$ cat src/rtl/rng_pkg.sv
// rtl/rng_pkg.sv - Shared state type, default seed and sizing helper for the LHCA sequencer
package rng_pkg;

  typedef enum logic [1:0] {
    ST_IDLE   = 2'd0,
    ST_LOAD   = 2'd1,
    ST_WARMUP = 2'd2,
    ST_RUN    = 2'd3
  } rng_state_e;

  localparam logic [31:0] RNG_DEFAULT_SEED = 32'hA5A5_5A5A;

  // Width needed to hold values 0..n-1, never narrower than one bit.
  function automatic int cnt_width(input int n);
    return (n <= 2) ? 1 : $clog2(n);
  endfunction

endpackage

$ cat src/rtl/rr_arbiter.sv
// rtl/rr_arbiter.sv - Round-robin pick starting just after the last granted requester
module rr_arbiter
  import rng_pkg::*;
#(
  parameter int NUM_REQ = 2,
  localparam int IW = cnt_width(NUM_REQ)
) (
  input  logic [NUM_REQ-1:0] req,
  input  logic [IW-1:0]      last,
  input  logic               en,
  output logic [NUM_REQ-1:0] gnt,
  output logic [IW-1:0]      idx
);

  logic found;
  int   cand;

  always_comb begin
    gnt   = '0;
    idx   = '0;
    found = 1'b0;
    cand  = 0;
    for (int i = 1; i <= NUM_REQ; i++) begin
      cand = (int'(last) + i) % NUM_REQ;
      if (en && !found && req[IW'(cand)]) begin
        found            = 1'b1;
        gnt[IW'(cand)]   = 1'b1;
        idx              = IW'(cand);
      end
    end
  end

endmodule

$ cat src/rtl/rng_sched.sv
// rtl/rng_sched.sv - Seeds the LHCA, waits out warm-up, then shares its words among requesters
module rng_sched
  import rng_pkg::*;
#(
  parameter int               WIDTH         = 32,
  parameter int               NUM_REQ       = 2,
  parameter int               WARMUP_CYCLES = 64,
  parameter int               STRIDE        = 4,
  parameter logic [WIDTH-1:0] DEFAULT_SEED  = WIDTH'(RNG_DEFAULT_SEED)
) (
  input  logic               clk,
  input  logic               rst,
  input  logic               en_i,
  input  logic [WIDTH-1:0]   seed_i,
  input  logic               seed_load_i,
  input  logic [NUM_REQ-1:0] req_i,
  output logic [NUM_REQ-1:0] gnt_o,
  output logic               rnd_valid_o,
  output logic [WIDTH-1:0]   rnd_o,
  output logic               ready_o,
  output logic               stuck_o,
  output logic               lhca_rst_o,
  output logic [WIDTH-1:0]   lhca_source_o,
  input  logic [WIDTH-1:0]   lhca_state_i
);

  localparam int IW = cnt_width(NUM_REQ);
  localparam int WW = cnt_width(WARMUP_CYCLES);
  localparam int SW = cnt_width(STRIDE);

  rng_state_e         state_q, state_d;
  logic [WIDTH-1:0]   seed_q;
  logic [IW-1:0]      last_q;
  logic [WW-1:0]      warm_q;
  logic [SW-1:0]      stride_q;
  logic               grant_en;
  logic               stuck_ev;
  logic [NUM_REQ-1:0] arb_gnt;
  logic [IW-1:0]      arb_idx;
  logic               arb_valid;

  // Precedence: disable beats reseed beats stuck recovery beats granting.
  always_comb begin
    state_d  = state_q;
    grant_en = 1'b0;
    stuck_ev = 1'b0;
    if (!en_i) begin
      state_d = ST_IDLE;
    end else if (seed_load_i) begin
      state_d = ST_LOAD;
    end else begin
      case (state_q)
        ST_IDLE:   state_d = ST_LOAD;
        ST_LOAD:   state_d = ST_WARMUP;
        ST_WARMUP: if (warm_q == WW'(WARMUP_CYCLES - 1)) state_d = ST_RUN;
        ST_RUN: begin
          if (lhca_state_i == '0) begin
            stuck_ev = 1'b1;
            state_d  = ST_LOAD;
          end else begin
            grant_en = (stride_q == '0);
          end
        end
        default:   state_d = ST_IDLE;
      endcase
    end
  end

  rr_arbiter #(.NUM_REQ(NUM_REQ)) u_arb (
    .req  (req_i),
    .last (last_q),
    .en   (grant_en),
    .gnt  (arb_gnt),
    .idx  (arb_idx)
  );

  assign arb_valid = |arb_gnt;

  assign lhca_rst_o    = (state_q == ST_LOAD);
  assign lhca_source_o = (state_q != ST_LOAD) ? '0 :
                         (seed_q == '0)       ? DEFAULT_SEED : seed_q;

  always_ff @(posedge clk) begin
    if (rst) begin
      state_q     <= ST_IDLE;
      seed_q      <= DEFAULT_SEED;
      last_q      <= IW'(NUM_REQ - 1);
      warm_q      <= '0;
      stride_q    <= '0;
      gnt_o       <= '0;
      rnd_valid_o <= 1'b0;
      rnd_o       <= '0;
      ready_o     <= 1'b0;
      stuck_o     <= 1'b0;
    end else begin
      state_q     <= state_d;
      ready_o     <= (state_d == ST_RUN);
      stuck_o     <= stuck_o | stuck_ev;
      gnt_o       <= arb_gnt;
      rnd_valid_o <= arb_valid;
      if (seed_load_i) seed_q <= seed_i;
      warm_q <= (state_q == ST_WARMUP) ? warm_q + 1'b1 : '0;
      // Zero means eligible; a grant reloads so the next one lands STRIDE cycles later.
      if (arb_valid) begin
        stride_q <= SW'(STRIDE - 1);
        rnd_o    <= lhca_state_i;
        last_q   <= arb_idx;
      end else if (state_q != ST_RUN) begin
        stride_q <= '0;
      end else if (stride_q != '0) begin
        stride_q <= stride_q - 1'b1;
      end
    end
  end

endmodule

$ cat config.mk
export PLATFORM = sky130hd
export DESIGN_NAME = rng_sched
export DESIGN_NICKNAME = d
export VERILOG_FILES = /design/src/rtl/rng_pkg.sv /design/src/rtl/rr_arbiter.sv /design/src/rtl/rng_sched.sv
export SDC_FILE = /design/constraint.sdc
export NUM_CORES = 1
export LEC_CHECK = 0
export ABC_AREA = 1
export BUFFER_PORTS_ARGS = -buffer_cell sky130_fd_sc_hd__buf_2
export CORE_MARGIN = 5
export CORE_UTILIZATION = 43
export CTS_CLUSTER_DIAMETER = 120
export CTS_CLUSTER_SIZE = 14
export DETAILED_ROUTE_END_ITERATION = 10
export PLACE_DENSITY_LB_ADDON = 0.05
export SYNTH_ARGS = -nofsm -noshare
export SYNTH_HDL_FRONTEND = slang
export SYNTH_HIERARCHICAL = 1
export SYNTH_SLANG_ARGS = --single-unit
$ cat constraint.sdc
create_clock -name clk -period 1.7 [get_ports clk]
set_clock_uncertainty 0.05 [all_clocks]
set_input_delay 0.34 -clock clk [delete_from_list [all_inputs] [get_ports clk]]
set_output_delay 0.34 -clock clk [all_outputs]
set_load 0.05 [all_outputs]
Yosys cells after proc, flatten, opt, wreduce, memory -nomap -nowiden
Cells that the tools add are included.
{"block": "word_totals", "inputBits": 70, "regBits": 80, "word_cells": 73}
{"block": "classes", "n_reduce_logical": 14, "magnitude_cmp": 4, "n_bitwise": 3, "eq_ne": 7, "mux": 31, "add_sub_neg": 4}
{"operator": "32-bit zero test", "count": 2}
{"operator": "32-bit two-way mux", "count": 2}
{"operator": "2-bit two-way mux", "count": 9}
{"operator": "1-bit two-way mux", "count": 17}
{"operator": "2-bit one-hot mux with 4 select lines", "count": 1}
{"operator": "6-bit by 1-bit adder with 6-bit output (second input constant)", "count": 1}
{"operator": "2-bit == test (second input constant)", "count": 3}
{"operator": "6-bit == test (second input constant)", "count": 1}
{"operator": "1-bit by 3-bit < comparator with 1-bit output (second input constant)", "count": 2}
{"operator": "1-bit logical AND", "count": 5}
{"operator": "2-bit zero test", "count": 2}
{"operator": "2-bit OR reduction", "count": 2}
{"operator": "3-bit nonzero test", "count": 1}
{"operator": "1-bit adder (second input constant)", "count": 2}
{"operator": "1-bit demux with 1-bit select", "count": 2}
{"operator": "2-bit by 1-bit == test with 1-bit output (second input constant)", "count": 1}
{"operator": "1-bit >= comparator (second input constant)", "count": 2}
{"operator": "2-bit by 1-bit inequality test with 1-bit output (second input constant)", "count": 1}
{"operator": "2-bit inequality test (second input constant)", "count": 1}
{"operator": "2-bit bitwise OR", "count": 1}
{"operator": "2-bit nonzero test", "count": 1}
{"operator": "2-bit by 1-bit subtractor with 2-bit output (second input constant)", "count": 1}
{"operator": "1-bit zero test", "count": 1}
{"operator": "1-bit inverter", "count": 1}
{"operator": "1-bit bitwise OR", "count": 1}

Longest topological paths before layout
{"block": "logic_depth", "word_depth": 13, "depth_mapped": 13}

Hierarchy
The synthesis kept the hierarchy.
{"mod": "rng_sched", "instances": 1, "cells_each": 440, "area_each_um2": 3241.9}
{"mod": "rr_arbiter", "instances": 1, "cells_each": 6, "area_each_um2": 26.3}

Worst setup path after synthesis
Ideal clock, no wire load.
{"block": "synth_timing", "path_type": "register to output", "start": "register state_q[0]", "end": "output lhca_source_o[3]", "t_arrival_ns": 2.300, "n_path_buf": 1, "stages_incl_launch_ff": 6, "path_slack_ns": -0.990, "path_cell_list": "dfxtp_1 -> inv_1 -> nor2_1 -> inv_1 -> buf_2 -> a21oi_1"}
{"block": "synth_between", "elab_chain_len": 2}
{"element": "from (decl)", "line": "rng_sched.sv:31", "rtl": "rng_state_e state_q, state_d;"}
{"element": "from (signal assigned)", "line": "rng_sched.sv:96", "rtl": "state_q <= state_d;"}
{"element": "2-bit by 1-bit inequality test with 1-bit output", "line": "rng_sched.sv:80", "rtl": "assign lhca_source_o = (state_q != ST_LOAD) ? '0 :"}
{"element": "32-bit two-way mux", "line": "rng_sched.sv:80"}
{"element": "to (decl)", "line": "rng_sched.sv:23", "rtl": "output logic [WIDTH-1:0] lhca_source_o,"}
Every way passes these cells.

Worst setup path after layout
{"block": "layout_timing", "start": "register seed_q[24]", "end": "output lhca_source_o[1]"}
{"block": "layout_between", "elab_chain_len": 3}
{"element": "from (decl)", "line": "rng_sched.sv:32", "rtl": "logic [WIDTH-1:0] seed_q;"}
{"element": "from (signal assigned)", "line": "rng_sched.sv:101", "rtl": "if (seed_load_i) seed_q <= seed_i;"}
{"element": "32-bit zero test", "line": "rng_sched.sv:81", "rtl": "(seed_q == '0) ? DEFAULT_SEED : seed_q;"}
{"element": "32-bit two-way mux", "line": "rng_sched.sv:81"}
{"element": "32-bit two-way mux", "line": "rng_sched.sv:80"}
Every way passes these cells.

==> results by group <==
Outcome
  – Status: complete, but fails checks
  – Violated checks: negative setup slack

Critical path
  – R2R Path End: rnd_o[13]$_SDFFE_PP0P_
  – Critical Path Sink Type: output pin
  – Setup CP Type: flip-flop to output pin
  – Worst reg-to-reg setup slack: 20 ps
  – Worst Path Max Fanout: 16
  – Worst R2R Path Depth: 11
  – Worst Path Required: ~1300 ps
  – CP startpoint kind: flip-flop
  – Worst EP arrival: 1680 ps
  – Reg2Reg Launch Point: stride_q[1]$_SDFFE_PP0P_

Min path
  – Hold_sp: seed_i[9]
  – HP Class: input port to flip-flop
  – Hold depth: 3
  – Hold EP: seed_q[9]$_SDFFE_PP1P_

Floorplanning
  – Die area: roughly 9400 um2
  – Row cnt: 31
  – Core Footprint: 7330 um2
  – Die H: ~100 um
  – Initial core utilization: 0.446
  – IO Count: 140
  – Die span in x: around 97 um

Layout
  – Most frequent cells in the layout: 104 x buf_2, 79 x nor2_1, 76 x dfxtp_1
  – Design Area, Final: about 5800 um2
  – Area delta synth->final: 76.2%
  – N_diodes: 0
  – Share of cells above drive strength 1: 0.549
  – Nets: between 700 and 800
  – Commonest non-fill, non-tap cell in the layout: buf_2
  – Core Util, Final: 0.785

Global route
  – First-pass GRT wire length: between 15000 and 20000 um
  – GRT Util Overall: 0.220
  – Initial antenna violation count: 0
  – Aggregate global routing overflow: 0
  – Vias in the first global route: approximately 3700
  – Largest net degree at the start of global routing: 34

Clock tree
  – H-tree Lvls: 3
  – CTS tree: done
  – CTS Root Cell: clkbuf_8
  – Worst-path clk slew: roughly 80 ps
  – Worst-Skew Late Latency: about 340 ps
  – # hold bufs at CTS: 0
  – TritonCTS buffer count: 9
  – Clock sink total: 80
  – Max clock buf depth: 2

Placed design
  – Routability cong.: just over 0.8
  – Placed Area: approximately 4700 um2
  – Number of buffers added on ports: about 140
  – Dpl hpwl: a little under 7000 um

Synthesis
  – Mapped cell area: 3270 um2
  – Seq/Total Area, Yosys: 0.490
  – Flops & latches, synth: 80
  – Post-synthesis instance total: around 450
  – Syn_area_per_cell: roughly 7.3 um2
  – Yosys warns: 6
  – Netlist cell types: 23
  – Net Count, Synth: a little over 500

Detailed routing
  – DR vias: roughly 3600
  – Drt wl/cell: around 15 um
  – Vias per cell: around 4.9
  – First-pass iteration count of the detailed router: 4
  – Routed WL: ~11000 um
  – DR iter-0 viols: about 120
  – Post-route ant nets: 0
  – DRC viols: 0

Timing
  – Final setup violation count: 33
  – Final period util: 1.22
  – Fin. max-slew vios: 0
  – Fmax: around 480 MHz
  – Fin crit period: approximately 2100 ps
  – RSZ-0062 raised after global routing: yes
  – Hold slack: between 150 and 200 ps
  – Hold Fails Final Rpt: 0
  – Setup ws final: -367 ps

Pwr
  – Leak pwr: 0.00263 uW
  – Total power draw: between 4000 and 5000 uW
  – VDD IR max: approximately 0.66 mV
  – P per Cell Area: around 860 nW/um2

Flow run
  – Max-Cap Viols: 0
cells in the mapped netlist:
master	number	area, um2
inv_1	38	143
or2_0	1	6.26
a21oi_1	45	225
a21oi_2	10	87.6
xnor2_1	1	8.76
nand4_4	1	21.3
nor2_1	117	439
buf_2	2	10.0
nand2_1	27	101
clkbuf_1	19	71.3
dfxtp_1	80	1600
nor4_1	1	6.26
inv_2	13	48.8
nor3b_1	2	15.0
ha_1	2	25.0
o21ai_0	64	320
nor2_2	5	31.3
nand4_1	8	50.1
buf_6	1	11.3
buf_1	1	3.75
buf_4	1	7.51
nand3_1	6	30.0
conb_1	1	3.75
per-layer routing:
metal | vias up | track usage | wire [um]
li1 | 1836 | - | -
met1 | 1653 | 0.251 | 4230
met2 | 133 | 0.396 | 5920
met3 | 27 | 0.0553 | 682
met4 | 0 | 0.0778 | 296
met5 | - | 0 | 0
worst max-delay path: stages (launching register included):
cell and delay (ps):
dfxtp_1 310, inv_2 50, nand4_1 130, nor2_2 180
nand4_4 120, buf_12 200, a21oi_2 160, buf_6 180
metrics by stage:
stage | worst slack [ps] | TNS (ps) | cells
final | -367 | -8190 | 748
after global routing | -448 | -12160 | 748
after CTS | -409 | -8880 | 748
after detailed placement | -253 | -9050 | 711
after global placement | -199 | -8130 | 711
after floorplan | -133 | -1470 | 446
worst max-delay path by stage:
stage	from	to	slack (ps)	depth (start not counted)
2_1_floorplan	seed_q[3]$_SDFFE_PP1P_	lhca_source_o[11]	-130	6
3_3_place_gp	lhca_state_i[27]	rnd_o[4]$_SDFFE_PP0P_	-200	13
3_5_place_dp	lhca_state_i[27]	stride_q[1]$_SDFFE_PP0P_	-250	14
4_1_cts	seed_q[18]$_SDFFE_PP1P_	lhca_source_o[6]	-410	7
5_1_grt	seed_q[20]$_SDFFE_PP0P_	lhca_source_o[6]	-450	7
6_report	seed_q[24]$_SDFFE_PP1P_	lhca_source_o[1]	-370	7
sequential cells by signal (all words and copies together), names as in the netlist, 2 cells and up:
signal,flops
rnd_o,32
seed_q,32
warm_q,6
gnt_o,2
state_q,2
stride_q,2
where the power goes:
group / switching, uW / internal (uW) / leakage [uW]
Sequential: 58.6 / 1990 / 0.000665
Clock: 665 / 1010 / 0.000117
Combinational: 758 / 464 / 0.00185
area by class of cell:
type / instances / area [um2]
tap: 99 / 124
timing repair buffer: 212 / 1720
sequential: 80 / 1610
inverter: 51 / 201
clock inverter: 3 / 90.1
multi-input combinational: 291 / 1870
fill: 516 / 1570
clock buffer: 12 / 145
what timing repair did:
action                                  in CTS  in global routing
endpoints found under the setup margin      67                 69
pin swaps                                   17                 20
gates resized for setup                    132                 72
cloned                                       4                  2
setup buffers                               20                  3
cell families after synthesis:
kind of cell,count (synthesis),share of synthesized area
AND/OR/NAND/NOR,168,0.214
adder cells (fa/ha/maj),2,0.00766
flip-flops,80,0.490
buffers and inverters,75,0.0904
other,1,0.00115
AO/OA/AOI/OAI,119,0.194
XOR/XNOR,1,0.00268
No activity file was read; power rests on OpenSTA's default activity.
